`src/rtl/ro_puf_scan_ctrl.sv`:
```
// Ring-oscillator PUF scan sequencer: walks a 16:1 oscillator mux,
// counts edges per oscillator and compares adjacent pairs.
//
// Ports:
//   clk        - system clock, rising edge
//   rst_n      - asynchronous active-low reset
//   start      - scan request, sampled only while idle
//   mux_out    - selected oscillator output, asynchronous to clk
//   sel        - oscillator mux select (equals the scan index)
//   busy       - high from start acceptance through the DONE cycle
//   resp_valid - one-cycle strobe, response complete
//   response   - 8-bit PUF response, one bit per oscillator pair
module ro_puf_scan_ctrl #(
    parameter int WINDOW = 256,
    parameter int SETTLE = 4,
    parameter int CNT_W  = 12
) (
    input  logic       clk,
    input  logic       rst_n,
    input  logic       start,
    input  logic       mux_out,
    output logic [3:0] sel,
    output logic       busy,
    output logic       resp_valid,
    output logic [7:0] response
);

    localparam int TMAX = (WINDOW > SETTLE) ? WINDOW : SETTLE;
    localparam int TW   = (TMAX > 1) ? $clog2(TMAX) : 1;
    localparam logic [TW-1:0] SET_LAST = TW'(SETTLE - 1);
    localparam logic [TW-1:0] WIN_LAST = TW'(WINDOW - 1);

    typedef enum logic [2:0] {
        S_IDLE,
        S_SETTLE,
        S_COUNT,
        S_COMPARE,
        S_DONE
    } state_t;

    state_t           state_q, state_d;
    logic [3:0]       idx_q, idx_d;
    logic [TW-1:0]    tmr_q, tmr_d;
    logic [CNT_W-1:0] cnt_q, cnt_d;
    logic [CNT_W-1:0] cnt_a_q, cnt_a_d;
    logic [7:0]       resp_q, resp_d;
    logic             sync1_q, sync2_q, sync3_q;
    logic             rise;
    logic [CNT_W-1:0] cnt_inc;

    // Two-flop synchronizer followed by an edge-detect stage.
    always_ff @(posedge clk or negedge rst_n) begin
        if (!rst_n) begin
            sync1_q <= 1'b0;
            sync2_q <= 1'b0;
            sync3_q <= 1'b0;
        end else begin
            sync1_q <= mux_out;
            sync2_q <= sync1_q;
            sync3_q <= sync2_q;
        end
    end

    assign rise = sync2_q & ~sync3_q;

    // Saturating increment: a clamped count still orders correctly.
    always_comb begin
        cnt_inc = cnt_q;
        if (rise && (cnt_q != {CNT_W{1'b1}})) begin
            cnt_inc = cnt_q + 1'b1;
        end
    end

    always_ff @(posedge clk or negedge rst_n) begin
        if (!rst_n) begin
            state_q <= S_IDLE;
            idx_q   <= '0;
            tmr_q   <= '0;
            cnt_q   <= '0;
            cnt_a_q <= '0;
            resp_q  <= '0;
        end else begin
            state_q <= state_d;
            idx_q   <= idx_d;
            tmr_q   <= tmr_d;
            cnt_q   <= cnt_d;
            cnt_a_q <= cnt_a_d;
            resp_q  <= resp_d;
        end
    end

    always_comb begin
        state_d = state_q;
        idx_d   = idx_q;
        tmr_d   = tmr_q;
        cnt_d   = cnt_q;
        cnt_a_d = cnt_a_q;
        resp_d  = resp_q;
        unique case (state_q)
            S_IDLE: begin
                if (start) begin
                    state_d = S_SETTLE;
                    idx_d   = '0;
                    tmr_d   = '0;
                    resp_d  = '0;
                end
            end
            S_SETTLE: begin
                cnt_d = '0;
                if (tmr_q == SET_LAST) begin
                    tmr_d   = '0;
                    state_d = S_COUNT;
                end else begin
                    tmr_d = tmr_q + 1'b1;
                end
            end
            S_COUNT: begin
                cnt_d = cnt_inc;
                if (tmr_q == WIN_LAST) begin
                    tmr_d = '0;
                    if (!idx_q[0]) begin
                        // First of the pair: keep its count for the compare.
                        cnt_a_d = cnt_inc;
                        idx_d   = idx_q + 1'b1;
                        state_d = S_SETTLE;
                    end else begin
                        state_d = S_COMPARE;
                    end
                end else begin
                    tmr_d = tmr_q + 1'b1;
                end
            end
            S_COMPARE: begin
                resp_d[idx_q[3:1]] = (cnt_a_q > cnt_q);
                if (idx_q == 4'd15) begin
                    state_d = S_DONE;
                end else begin
                    idx_d   = idx_q + 1'b1;
                    tmr_d   = '0;
                    state_d = S_SETTLE;
                end
            end
            S_DONE: begin
                state_d = S_IDLE;
            end
            default: begin
                state_d = S_IDLE;
            end
        endcase
    end

    assign sel        = idx_q;
    assign busy       = (state_q != S_IDLE);
    assign resp_valid = (state_q == S_DONE);
    assign response   = resp_q;

endmodule

```
`config.mk`:
```
export PLATFORM = sky130hd
export DESIGN_NAME = ro_puf_scan_ctrl
export DESIGN_NICKNAME = d
export VERILOG_FILES = /design/src/rtl/ro_puf_scan_ctrl.sv
export SDC_FILE = /design/constraint.sdc
export NUM_CORES = 1
export LEC_CHECK = 0
export BUFFER_PORTS_ARGS = -buffer_cell sky130_fd_sc_hd__clkbuf_2
export CORE_ASPECT_RATIO = 0.75
export CORE_MARGIN = 10
export CORE_UTILIZATION = 35
export CTS_BUF_LIST = sky130_fd_sc_hd__clkbuf_4
export DETAILED_ROUTE_END_ITERATION = 6
export GPL_TIMING_DRIVEN = 0
export PLACE_DENSITY_LB_ADDON = 0.25
export REMOVE_ABC_BUFFERS = 1
export SLEW_MARGIN = 20
export SYNTH_ARGS = -nofsm -noshare
export SYNTH_HDL_FRONTEND = slang
export SYNTH_SLANG_ARGS = --single-unit
export TNS_END_PERCENT = 5
```
`constraint.sdc`:
```
create_clock -name clk -period 2.9 [get_ports clk]
set_input_delay 0.58 -clock clk [delete_from_list [all_inputs] [get_ports clk]]
set_output_delay 0.58 -clock clk [all_outputs]
set_load 0.005 [all_outputs]
```
== After elaboration in Yosys (flattened, before gate mapping) ==
Cells that the tools add are included.
Word-level totals
  register bits: 50
  input bits: 4
  output and inout bits: 14
  logic and storage cells: 68
Cells by class
  add/sub/neg operators: 3
  order comparisons: 3
  eq/ne operators: 13
  multiplexer cells: 22
  bitwise operators: 3
  reduce and logical (&&, ||, !) cells: 14
Operators with widths (number)
  8-bit 2-to-1 mux: 4
  8-bit one-hot mux with 4 select lines: 1
  12-bit one-hot mux with 2 select lines: 1
  4-bit 2-to-1 mux: 4
  8-bit one-hot mux with 2 select lines: 1
  12-bit by 1-bit adder with 12-bit output (second input constant): 1
  12-bit > comparator: 1
  12-bit 2-to-1 mux: 1
  3-bit 2-to-1 mux: 4
  12-bit inequality test (second input constant): 1
  3-bit one-hot mux with 4 select lines: 1
  4-bit one-hot mux with 3 select lines: 1
  2-bit inequality test (second input constant): 5
  3-bit AND reduction: 3
  8-bit by 1-bit adder with 8-bit output (second input constant): 1
  8-bit bitwise mux: 1
  8-bit by 2-bit == test with 1-bit output (second input constant): 1
  8-bit == test (second input constant): 1
  3-bit by 2-bit == test with 1-bit output (second input constant): 2
  3-bit nonzero test: 2
  5-bit AND reduction: 1
  4-bit by 1-bit adder with 4-bit output (second input constant): 1
  4-bit == test (second input constant): 1
  3-bit by 4-bit less-than comparator with 1-bit output (second input constant): 1
  14 further kinds: 17

== Depth between registers and ports, before layout ==
  depth in word-level cells: 6
  mapped depth: 8

== Least setup slack after synthesis ==
No wires, ideal clock.
  path type: register -> register
  from: reg cnt_q[5]
  to: reg resp_q[0] (netlist: response[0])
  library setup time: 0.147 ns
  arrival time: 1.910 ns
  required time: 2.753 ns
  setup slack: 0.843 ns
  cell stages (with the launch flop): 9
  buffers on the path: 1
  clock period less this slack: 2.057 ns
  path through: dfrtp_1 clkbuf_1 inv_1 ha_1 a21oi_1 o21ai_1 a221o_1 o31ai_1 a211oi_1
Between the ends
  longest elaborated chain between the ends: 3
Ends and longest elaborated chain
  start, declared: line 44  | logic [CNT_W-1:0] cnt_q, cnt_d;
  start signal, assigned: line 86  | cnt_q <= cnt_d;
  12-bit > comparator: line 134  | resp_d[idx_q[3:1]] = (cnt_a_q > cnt_q);
  8-bit bitwise mux: line 134
  8-bit one-hot mux with 2 select lines: line 99  | unique case (state_q)
  end signal, assigned: line 88  | resp_q <= resp_d;
  end, declared: line 46  | logic [7:0] resp_q, resp_d;
Every way passes these cells.
A chain may end at the register's enable or synchronous reset.

== Worst setup path after layout ==
  from: reg state_q[0]
  to: reg idx_q[1] (netlist: sel[1])
Between the ends
  longest elaborated chain between the ends: 3
  elaborated cells on any way between the ends: 10
Ends and longest elaborated chain
  start, declared: line 41  | state_t state_q, state_d;
  start signal, assigned: line 83  | state_q <= state_d;
  3-bit by 2-bit == test with 1-bit output / 3-bit zero test (equally long branches): line 99
  2-bit inequality test (no source line) / 3-bit nonzero test (equally long branches)
  5-bit AND reduction (no source line)
  end signal, assigned: line 84  | idx_q <= idx_d;
  end, declared: line 42  | logic [3:0] idx_q, idx_d;
Parallel ways exist; a longest one is shown, timed or not.

==> summary.md <==
| Metric | Value |
|---|---|
| Status | completed |
| WP data arrival | about 2800 ps |
| Highest metal used | met4 |
| Post-Syn Area | 2920 sq um |
| Fin util | between 30% and 40% |
| Metal2 WL | 2.59 mm |
| Post-synthesis compound-gate area fraction | approximately a fifth |
| CP Buf/Inv Count | 0 |
| Die Y | around 99 microns |
| Final hold vios | 0 |
| # setup viols final | 0 |
| Synth warn | 0 |
| Starting Density | 36.4% |
| Critical-path top delay cell | nor3b_4 |
| Worst reg-to-reg setup slack | between 400 and 500 ps |
| Routed WL | 6.44 mm |
| Setup TNS | 0 ps |
| Post-synthesis sequential area ratio | a little over two fifths |
| FFs w/ async S/R, synth | between 90% and 100% |
| VDD IR-drop max | ~0.17 mV |
| Worst endpoint required time | roughly 3200 ps |
| Synthesized instance count | between 300 and 400 |
| Family with the most delay on the worst path | compound AO/OA/AOI/OAI gates |
| First-pass GRT wire length | between 10 and 15 mm |
| Clock Sink Count | 50 |
| CTS HTree Levels | 2 |
| Critical-path cell list | nor3b_4 -> o21ai_2 -> o2111ai_1 -> a21oi_1 -> mux2_1 |
| Max_cap viols | 0 |
| Met3 wire length | 265 microns |
| IO Port Bufs | 17 |
| Least-Margin Pin Slew | 760 ps |
| # IOs | 18 |
| Cell area after placement | slightly above 3000 sq um |
| Fin crit share | 86.2% |
| Layout Area Growth over Synthesis | 8.83% |
| Post-route cell area | about 3200 sq um |
| Total CTS buffers | 5 |
| Root buffer cell | clkbuf_4 |
| TritonCTS clock tree | built |
| RSZ-0062 raised after global routing | false |
| # Post-CTS Setup Buffers | 0 |
| Post-DRT Antenna Nets | 0 |
| Worst setup EP type | flop |
| Routability cong. | around 0.75 |
| Core area | roughly 8000 sq um |
| Leading area contributor after synthesis | dfrtp_1 |
| Number of global-route vias before repair | approximately 2100 |
| Skew final | 24.9 ps |
| Number of flops mapped to enable cells by yosys | 0 |
| Nets | about 350 |
| Reg clk slew, reported paths | ~160 ps |
| Avg Inst Size Synth | ~9.1 sq um |
| Mux contribution to synthesized area | 1.07% |
| Critical path class | flop to flop |
| Antenna cells | 0 |
| Minimum clock period | between 2000 and 2500 ps |
| HP Class | primary input to asynchronous set/reset pin |
| Synth area leaders | dfrtp_1 (43%), ha_1 (6.9%), o21ai_1 (5.5%) |
| Top post-synthesis cells by count | dfrtp_1 (50), nand2_1 (32), o21ai_1 (32) |
| Max stage delay on crit path | 720 ps |
| DRT iter0 DRCs | about 160 |
| Max FO, Critical Path | 16 |
| Drt via density | about 5.3 |
| DR pass1 iterations | 4 |
| Adder-Cell Fraction of Synth Area | a little under 7% |
| P_leak | 0.00136 uW |
| Clock latency on the worst-skew pair | ~370 ps |
| Largest net degree at the start of global routing | 51 |
| Final Max Tran Viols | 0 |
| Max Clock Freq | between 400 and 500 MHz |
| Synth top area share | approximately 43% |
| Die W | around 130 microns |
| Residual DRC count | 0 |
| Die area | 12400 sq um |
| Distinct cells, synth | between 50 and 60 |
| Largest family of logic cells by synthesized area | compound AO/OA/AOI/OAI gates |
| M1 wire length | between 3 and 4 mm |
| Count leader, synth | dfrtp_1 |
| Detailed Place HPWL | approximately 4.6 mm |
| CP Launch Type | flop |
| DR WL/cell | 14.8 microns |
| Remaining global-route overflow | 0 |
| Post-Synth Simple-Gate Area | 20.7% |
| Share of cells above drive strength 1 | 10.9% |
| GRT Util Overall | 10.4% |
| FP Rows | 28 |
| Initial antenna violation count | 0 |
| Synthesized flop and latch total | 50 |
| Max_slew headroom | between 40 and 50% |
| Clock buffer depth | 2 |
| Via count of the routed design | between 2000 and 2500 |
| PwrDens | 384 nW/um^2 |
| Post-synthesis xor/xnor area fraction | approximately 3% |
| Synth Flop Type | dfrtp_1 |
[worst register-to-register path, delay by kind of cell, from the launching register on]
| family | cells | cell delay [ps] |
|---|---|---|
| flops | 1 | 600 |
| compound gates | 3 | 750 |
| simple gates | 1 | 730 |
| mux | 1 | 330 |
[placed cells by master (no fill, tap or decap), types with 9 or more instances in the layout]
master,instances
a21oi_1,29
clkbuf_2,16
dfrtp_1,50
ha_1,16
inv_1,16
nand2_1,32
nand3_1,13
nor2_1,18
o21ai_1,32
xnor2_1,9
[worst paths after layout]
path / start / end / cells past startpoint
max in group asynchronous: rst_n / cnt_q[7] / 1
min: rst_n / state_q[1] / 1
min reg2reg: sync1_q / sync2_q / 0
max reg2reg: state_q[0] / sel[1] / 5
max: state_q[0] / sel[1] / 5
min in group clk: mux_out / sync1_q / 1
[per-stage QoR]
stage / setup slack [ps] / instances / hold WS [ps] / power (uW)
after floorplan: 606 / 305 / 284 / 720
after global placement: 151 / 427 / 338 / 739
after detailed placement: 107 / 427 / 342 / 739
after CTS: 95.1 / 435 / 290 / 1240
after global routing: 205 / 435 / 291 / 1270
final: 401 / 435 / 277 / 1220
[per-layer routing]
layer	GRT usage [%]	up-vias
met1	15.7	1092
li1	-	1169
met2	14.5	27
met4	1.86	0
met3	2.60	5
met5	0	-
[registers in the layout, indices dropped and copies added, names as in the netlist]
name and cells:
tmr_q 8, sync2_q 1, response 8, cnt_a_q 12, sync3_q 1, sel 4
cnt_q 12, state_q 3, sync1_q 1
[cells by family after synthesis]
logic type | after synthesis
fa+ha+maj | 16
xor+xnor | 10
compound gates | 97
flops | 50
mux | 3
simple gates | 112
buf+inv | 33
[where the power goes]
group	switching (uW)	internal, uW
combinational	18.8	4.52
sequential	1.38	700
clock	231	266
total	251	971
[final cells by class]
type	instances	area (sq um)
sequential	50	1250
multi-input combinational	238	1540
timing repair buffer	17	87.6
tap	105	131
fill	820	4840
clock inverter	3	63.8
clock buffer	5	37.5
inverter	17	63.8
[repair_timing]
action / CTS / global route
endpoints found under the setup margin: 0 / 1
hold buffers: 0 / 0
resized for setup: 0 / 1
(Power assumes the default switching activity.)
